### src/rtl/fpu_mul_pkg.sv
// Shared constants for the FPU MUL mantissa path.
//   MANT_W     : mantissa width of both operands
//   SLICE_W    : OperandB bits consumed per sequencer step
//   NUM_SLICES : steps per product (MANT_W / SLICE_W)
//   PP_W       : width of one partial product (MANT_W x SLICE_W)
//   PROD_W     : full product width
//   IDLE/RUN/HOLD : sequencer state encodings
package fpu_mul_pkg;
  localparam int MANT_W     = 24;
  localparam int SLICE_W    = 8;
  localparam int NUM_SLICES = MANT_W / SLICE_W;
  localparam int PP_W       = MANT_W + SLICE_W;
  localparam int PROD_W     = 2 * MANT_W;
  localparam int CNT_W      = $clog2(NUM_SLICES);

  typedef logic [1:0] state_t;

  localparam state_t IDLE = 2'd0;
  localparam state_t RUN  = 2'd1;
  localparam state_t HOLD = 2'd2;
endpackage

### src/rtl/mul_sequencer_if.sv
// Handshake and partial-multiplier bus of the mantissa multiply sequencer.
//   in_valid/in_ready     : operand-side handshake, operand_a/operand_b payload
//   pp_operand_a/_b       : operands presented to the external 24x8 multiplier
//   pp_result             : combinational partial product returned by it
//   out_valid/out_ready   : result-side handshake, mul_result payload
// slave is the sequencer's view, master the surrounding datapath's view.
interface mul_sequencer_if;
  import fpu_mul_pkg::*;

  logic                in_valid;
  logic                in_ready;
  logic [MANT_W-1:0]   operand_a;
  logic [MANT_W-1:0]   operand_b;
  logic [MANT_W-1:0]   pp_operand_a;
  logic [SLICE_W-1:0]  pp_operand_b;
  logic [PP_W-1:0]     pp_result;
  logic                out_valid;
  logic                out_ready;
  logic [PROD_W-1:0]   mul_result;

  modport slave (
    input  in_valid, operand_a, operand_b, pp_result, out_ready,
    output in_ready, pp_operand_a, pp_operand_b, out_valid, mul_result
  );

  modport master (
    output in_valid, operand_a, operand_b, pp_result, out_ready,
    input  in_ready, pp_operand_a, pp_operand_b, out_valid, mul_result
  );
endinterface

### src/rtl/adder.sv
// Plain unsigned W-bit adder; carry out is not produced.
//   a, b : addends
//   sum  : a + b modulo 2^W
module Adder #(
  parameter int W = 48
) (
  input  logic [W-1:0] a,
  input  logic [W-1:0] b,
  output logic [W-1:0] sum
);
  assign sum = a + b;
endmodule

### src/rtl/mul_seq_acc.sv
// Shift-and-add accumulator for the sliced mantissa multiply.
//   clk, rst  : clock, synchronous active-high reset
//   pp_result : partial product of the current OperandB slice
//   cnt       : slice index, selects the shift (SLICE_W * cnt)
//   first     : discard the old accumulator contents this step
//   en        : register the new sum
//   acc_nxt   : value the accumulator takes at the next enabled edge
module mul_seq_acc
  import fpu_mul_pkg::*;
(
  input  logic              clk,
  input  logic              rst,
  input  logic [PP_W-1:0]   pp_result,
  input  logic [CNT_W-1:0]  cnt,
  input  logic              first,
  input  logic              en,
  output logic [PROD_W-1:0] acc_nxt
);
  logic [PROD_W-1:0] acc;
  logic [PROD_W-1:0] base;
  logic [PROD_W-1:0] addend;

  // first step overwrites instead of adding, so no separate clear cycle
  assign base   = first ? '0 : acc;
  assign addend = {{(PROD_W-PP_W){1'b0}}, pp_result} << (SLICE_W * cnt);

  Adder #(.W(PROD_W)) u_add (
    .a   (base),
    .b   (addend),
    .sum (acc_nxt)
  );

  always_ff @(posedge clk) begin
    if (rst)
      acc <= '0;
    else if (en)
      acc <= acc_nxt;
  end
endmodule

### src/rtl/mul_sequencer.sv
// Multi-cycle 24x24 mantissa multiply controller. One external 24x8
// multiplier is time-shared over three cycles, one OperandB byte per cycle.
//   clk : clock, rising edge
//   rst : synchronous active-high reset
//   bus : operand handshake, partial-multiplier port, result handshake
//
// state | meaning
// IDLE  | no operation, ready for operands
// RUN   | stepping through OperandB slices, cnt = current slice
// HOLD  | product presented on mul_result with out_valid high
module mul_sequencer
  import fpu_mul_pkg::*;
(
  input  logic            clk,
  input  logic            rst,
  mul_sequencer_if.slave  bus
);
  state_t             state;
  logic [CNT_W-1:0]   cnt;
  logic [MANT_W-1:0]  a_q;
  logic [MANT_W-1:0]  b_q;
  logic               out_valid_q;
  logic [PROD_W-1:0]  result_q;
  logic [PROD_W-1:0]  acc_nxt;
  logic               accept;
  logic               last;

  assign bus.in_ready     = (state == IDLE) | ((state == HOLD) & bus.out_ready);
  assign accept           = bus.in_valid & bus.in_ready;
  assign last             = (cnt == CNT_W'(NUM_SLICES - 1));
  assign bus.pp_operand_a = a_q;
  assign bus.pp_operand_b = (state == RUN) ? SLICE_W'(b_q >> (SLICE_W * cnt)) : '0;
  assign bus.out_valid    = out_valid_q;
  assign bus.mul_result   = result_q;

  mul_seq_acc u_acc (
    .clk       (clk),
    .rst       (rst),
    .pp_result (bus.pp_result),
    .cnt       (cnt),
    .first     (cnt == '0),
    .en        (state == RUN),
    .acc_nxt   (acc_nxt)
  );

  always_ff @(posedge clk) begin
    if (rst) begin
      state       <= IDLE;
      cnt         <= '0;
      a_q         <= '0;
      b_q         <= '0;
      out_valid_q <= 1'b0;
      result_q    <= '0;
    end else begin
      case (state)
        IDLE: begin
          if (accept) begin
            a_q   <= bus.operand_a;
            b_q   <= bus.operand_b;
            cnt   <= '0;
            state <= RUN;
          end
        end
        RUN: begin
          if (last) begin
            // capture the final sum directly so the result survives the
            // accumulator being overwritten by the next operation
            result_q    <= acc_nxt;
            out_valid_q <= 1'b1;
            state       <= HOLD;
          end else begin
            cnt <= cnt + CNT_W'(1);
          end
        end
        HOLD: begin
          if (bus.out_ready) begin
            out_valid_q <= 1'b0;
            if (accept) begin
              a_q   <= bus.operand_a;
              b_q   <= bus.operand_b;
              cnt   <= '0;
              state <= RUN;
            end else begin
              state <= IDLE;
            end
          end
        end
        default: state <= IDLE;
      endcase
    end
  end
endmodule

### src/flat_wrapper.sv
// flat-port wrapper written by rule: the top's interface ports become plain ports
module mul_sequencer_flat import fpu_mul_pkg::*;
  (clk, rst, bus_in_valid, bus_operand_a, bus_operand_b, bus_pp_result, bus_out_ready, bus_in_ready, bus_pp_operand_a, bus_pp_operand_b, bus_out_valid, bus_mul_result);
  mul_sequencer_if bus_i ();
  input  logic clk;
  input  logic rst;
  input wire logic [$bits(bus_i.in_valid)-1:0] bus_in_valid;
  input wire logic [$bits(bus_i.operand_a)-1:0] bus_operand_a;
  input wire logic [$bits(bus_i.operand_b)-1:0] bus_operand_b;
  input wire logic [$bits(bus_i.pp_result)-1:0] bus_pp_result;
  input wire logic [$bits(bus_i.out_ready)-1:0] bus_out_ready;
  output wire logic [$bits(bus_i.in_ready)-1:0] bus_in_ready;
  output wire logic [$bits(bus_i.pp_operand_a)-1:0] bus_pp_operand_a;
  output wire logic [$bits(bus_i.pp_operand_b)-1:0] bus_pp_operand_b;
  output wire logic [$bits(bus_i.out_valid)-1:0] bus_out_valid;
  output wire logic [$bits(bus_i.mul_result)-1:0] bus_mul_result;
  assign bus_i.in_valid = bus_in_valid;
  assign bus_i.operand_a = bus_operand_a;
  assign bus_i.operand_b = bus_operand_b;
  assign bus_i.pp_result = bus_pp_result;
  assign bus_i.out_ready = bus_out_ready;
  assign bus_in_ready = bus_i.in_ready;
  assign bus_pp_operand_a = bus_i.pp_operand_a;
  assign bus_pp_operand_b = bus_i.pp_operand_b;
  assign bus_out_valid = bus_i.out_valid;
  assign bus_mul_result = bus_i.mul_result;
  mul_sequencer u_core (.clk(clk), .rst(rst), .bus(bus_i));
endmodule
### config.mk
export PLATFORM = sky130hd
export DESIGN_NAME = mul_sequencer_flat
export DESIGN_NICKNAME = d
export VERILOG_FILES = /design/src/rtl/fpu_mul_pkg.sv /design/src/rtl/mul_sequencer_if.sv /design/src/rtl/adder.sv /design/src/rtl/mul_seq_acc.sv /design/src/rtl/mul_sequencer.sv /design/src/flat_wrapper.sv
export SDC_FILE = /design/constraint.sdc
export NUM_CORES = 1
export LEC_CHECK = 0
export CAP_MARGIN = 30
export CORE_MARGIN = 4
export CORE_UTILIZATION = 37
export CTS_BUF_LIST = sky130_fd_sc_hd__clkbuf_4 sky130_fd_sc_hd__clkbuf_8 sky130_fd_sc_hd__clkbuf_16
export DETAILED_ROUTE_END_ITERATION = 6
export SYNTH_ARGS = -nofsm -noshare
export SYNTH_HDL_FRONTEND = slang
export SYNTH_SLANG_ARGS = --single-unit
### constraint.sdc
create_clock -name clk -period 9.3 [get_ports clk]
set_clock_uncertainty 0.1 [all_clocks]
set_input_delay 2.79 -clock clk [delete_from_list [all_inputs] [get_ports clk]]
set_output_delay 2.79 -clock clk [all_outputs]
set_load 0.005 [all_outputs]
Word level (Yosys, flattened, before mapping) --
Cells that the tools add are included.
Storage, ports and cells: register bits after elaboration 149, bits in latches 0, bits in writable memories 0, ROM bits 0, bits of input ports 84, output and inout bits 82, word-level logic and storage cells 51, memories 0
Cells by class: add/subtract/negate cells 2, $mul 0, divide/modulo/power cells 0, magnitude comparators 0, equality and inequality tests 7, shift-type cells 2, muxes and demuxes 20, bitwise gates (word level) 3, reductions and logical operators 10
Operator list (count):
- 24-bit 2-to-1 mux | 4
- 24-bit case mux with 2 select lines | 2
- 48-bit adder | 1
- 48-bit 2-to-1 mux | 1
- 32-bit by 5-bit left shift with 48-bit output | 1
- 24-bit by 5-bit right shift with 8-bit output | 1
- 2-bit 2-to-1 mux | 6
- 2-bit case mux with 3 select lines | 2
- 3-bit AND reduction | 3
- 8-bit 2-to-1 mux | 1
- 2-bit == test, second input constant | 2
- 2-bit zero test | 2
- 2-bit by 1-bit inequality test with 1-bit output, second input constant | 2
- 2-bit inequality test, second input constant | 2
- 2-bit AND reduction | 2
- 2-bit nonzero test | 2
- 1-bit 2-to-1 mux | 3
- 3-bit nonzero test | 1
- 2-bit by 1-bit adder with 2-bit output, second input constant | 1
- 1-bit AND | 2
- 2-bit by 1-bit == test with 1-bit output, second input constant | 1
- 1-bit case mux with 2 select lines | 1
- 1-bit bitwise OR | 1

Logic depth before layout (Yosys ltp) --
depth after elaboration 7, depth in mapped cells 18, mapped depth without buffers 13

By module --
From an unflattened synthesis, not the netlist that was laid out.
Unflattened totals: cell total of the unflattened synthesis 1184, area total of the unflattened synthesis 9432.8 µm²
Modules (own cells, without submodules):
- mul_sequencer | times used 1, cells each 496, area an instance 3960.0 µm², sequential area each 2021.9 µm²
- Adder | times used 1, cells each 394, area an instance 2778.9 µm², sequential area each 0.0 µm²
- mul_seq_acc | times used 1, cells each 294, area an instance 2693.8 µm², sequential area each 960.9 µm²

Worst setup path after synthesis --
No wires, ideal clock.
kind input port to output port, start input bus_out_ready, end output bus_in_ready, arrival 3026 ps, required time 6410 ps, path slack 3384 ps, cell stages on the path 2, buffers on the path 0, cells stage by stage inv_1 a21oi_1
On the way: word-level cells in the longest chain between the ends 2
RTL lines:
- start: declaration | line flat_wrapper.sv:11 | input wire logic [$bits(bus_i.out_ready)-1:0] bus_out_ready;
- 1-bit AND | line mul_sequencer.sv:28 | assign bus.in_ready = (state == IDLE) | ((state == HOLD) & bus.out_ready);
- 1-bit bitwise OR | line mul_sequencer.sv:28
- end: declaration | line flat_wrapper.sv:12 | output wire logic [$bits(bus_i.in_ready)-1:0] bus_in_ready;
No other way between the ends.

Worst setup path after layout --
Ends and elaborated chain as after synthesis.

==> impl_metrics.json <==
{
  "status": "complete, but fails checks",
  "violations": "DRC",
  "drive_gt1_share_pct": 5.35,
  "cts.root.buffer_cell": "clkbuf_16",
  "post_cts_buffers": 0,
  "start_util_pct": 37.7,
  "cts_resized": 0,
  "leakagePower_nw": 4.45,
  "critical_path_required_ns": 6.41,
  "place_ws_ns": 2.16,
  "powerDensity_nw_per_um2": 145,
  "crit_arrival_ns": 4.21,
  "final_nets": 1522,
  "totalWireLength_um": 32000,
  "holdPathEnd": "u_core.u_acc.acc[24]$_SDFFE_PP0P_",
  "die_y_um": 168,
  "drtAntennaViolNets": 0,
  "core_um2": 25300,
  "clk_pin_slew_ns": 0.06,
  "die_area_um2": 28400,
  "viasPerCell": 5.52,
  "postCtsHoldBufs": 0,
  "multi_input_area_um2": 6130,
  "syn_area_per_cell_um2": 7.42,
  "syn_area_um2": 9520,
  "drv_cap": 0,
  "die_w_um": 168,
  "syn_to_final_growth_pct": 25.4,
  "ioPinCount": 166,
  "ys_types": 67,
  "final_util_pct": 47.3,
  "cp-end-kind": "primary output",
  "period_minus_slack_ns": 7.10,
  "crit_fanout": 3,
  "hpwl_um": 22700,
  "rows": 58,
  "r2r-end": "u_core.u_acc.acc[42]$_SDFFE_PP0P_",
  "syn_inst": 1283,
  "gr-total-overflow": 0,
  "drtIter0Drc": 697,
  "remaining_drc_errors": 2,
  "hold_viol": 0,
  "r2r-start": "u_core.cnt[1]$_SDFFE_PP0P_",
  "cts_buffers": 17,
  "cts_sinks": 149,
  "slew_headroom_pct": 34.0,
  "synth-seq-area-share_pct": 31.3,
  "vias": 9556,
  "yosysWarnings": 0,
  "hold_path.class": "reg -> reg",
  "fin_ws_ns": 2.20,
  "ys_ff_latch": 149,
  "tightest_slew_ns": 0.987,
  "drv_slew": 0,
  "period_share_pct": 76.3,
  "synthFlopType": "dfxtp_1",
  "clk_latency_ns": 0.43,
  "num-fill-cells": 2583,
  "clock_path_buffers": 2,
  "antenna_found_initial": 0,
  "ff_latch_area_um2": 2980,
  "grt_first_pass_wirelength_um": 50200,
  "setup_tns_ns": 0,
  "wl_per_cell_um": 18.5,
  "grt_max_degree": 79,
  "grt_pass1_vias": 9182,
  "synth_nets": 1417,
  "gp_congestion": 0.942,
  "mostFrequentLayoutCells": "nand2_1 (252), a21oi_1 (173), clkdlybuf4s50_1 (164)",
  "whs_path_depth": 2,
  "grtUsageTotal_pct": 21.9,
  "setup_viol": 0,
  "fmax_mhz": 141,
  "peakVddDrop_v": 0.0000909,
  "cp-start-kind": "input port",
  "rsz0062_at_grt": "false",
  "crit_type": "in -> out",
  "firstDrtPassIters": 7,
  "io_buffer_count": 165,
  "hold_start": "u_core.u_acc.acc[24]$_SDFFE_PP0P_",
  "synth_edf_count": 0,
  "antennaDiodeCount": 0,
  "async_flop_share_pct": 0,
  "mostFrequentLayoutCell": "nand2_1",
  "cts.htree.levels": 4,
  "total_power_mw": 1.73,
  "timing.reg2reg.setup_slack_ns": 4.25,
  "ff2ff_path_depth": 15,
  "cts_tree": "done"
}
==> cell type report <==
cell class	instances	share of cell area, %
flip-flops and latches	149	25.0
clock inverters	15	1.35
clock buffers	17	3.56
inverters	14	0.440
well taps	330	3.46
multi-input cells	1027	51.3
repair buffers	179	14.9
==> state kept, by name (all words and copies together) (netlist names) <==
signal,flops
u_core.bus.out_valid,1
u_core.cnt,2
u_core.bus.mul_result,48
u_core.state,2
u_core.b_q,24
u_core.u_acc.acc,48
u_core.bus.pp_operand_a,24
==> routing by layer <==
| metal | wire length [um] | GRT usage [%] |
|---|---|---|
| met2 | 14200 | 34.6 |
| met3 | 2390 | 6.25 |
| met4 | 576 | 5.79 |
| met1 | 14900 | 29.4 |
| met5 | 0 | 0 |
==> logic make-up (layout without fill, tap and decap cells) <==
| family | Yosys count | after routing | synth area share [%] |
|---|---|---|---|
| adders and majority gates | 50 | 50 | 6.65 |
| and+or+nand+nor | 559 | 559 | 27.5 |
| muxes | 43 | 43 | 4.64 |
| xor gates and xnor gates | 21 | 21 | 1.93 |
| AOI/OAI and AO/OA | 354 | 354 | 23.5 |
| buffers and inverters | 107 | 225 | 4.46 |
| DFF | 149 | 149 | 31.3 |
==> Yosys cell counts (15+ instances only) <==
cell type | count | area [um^2]
nand2_1 | 253 | 950
nor2_1 | 87 | 327
a21oi_1 | 173 | 866
o21ai_0 | 34 | 170
nand3_1 | 49 | 245
ha_1 | 49 | 613
a21o_1 | 23 | 173
clkbuf_1 | 73 | 274
nand4_1 | 17 | 106
mux2i_1 | 34 | 340
a22o_1 | 16 | 140
nor3_1 | 26 | 130
nor2b_1 | 55 | 344
and2_1 | 15 | 93.8
dfxtp_1 | 149 | 2980
==> power by group <==
| part | internal (mW) | switching, mW |
|---|---|---|
| Clock | 0.382 | 0.329 |
| Sequential | 0.666 | 0.0158 |
| Combinational | 0.136 | 0.203 |
| Total | 1.18 | 0.548 |
==> worst max-delay path: stages <==
cell,delay [ns]
clkdlybuf4s50_1,0.48
inv_1,0.06
a21oi_1,0.31
clkdlybuf4s50_1,0.57
==> worst max path at each step <==
| stage | startpoint | endpoint | slack (ns) |
|---|---|---|---|
| after floorplan | bus_out_ready | bus_in_ready | 3.38 |
| after detailed placement | bus_out_ready | bus_in_ready | 2.16 |
| after global placement | bus_out_ready | bus_in_ready | 2.19 |
| after global routing | bus_out_ready | bus_in_ready | 2.13 |
| after CTS | bus_out_ready | bus_in_ready | 2.15 |
| final | bus_out_ready | bus_in_ready | 2.20 |
==> stage by stage <==
step,hold slack [ns],std cells,area [um^2]
after CTS,0.352,1731,11900
after floorplan,0.332,1283,9520
after detailed placement,0.342,1699,11300
after global placement,0.338,1698,11300
final,0.351,1731,11900
after global routing,0.370,1731,11900
Power figures use the tool's default switching activity.
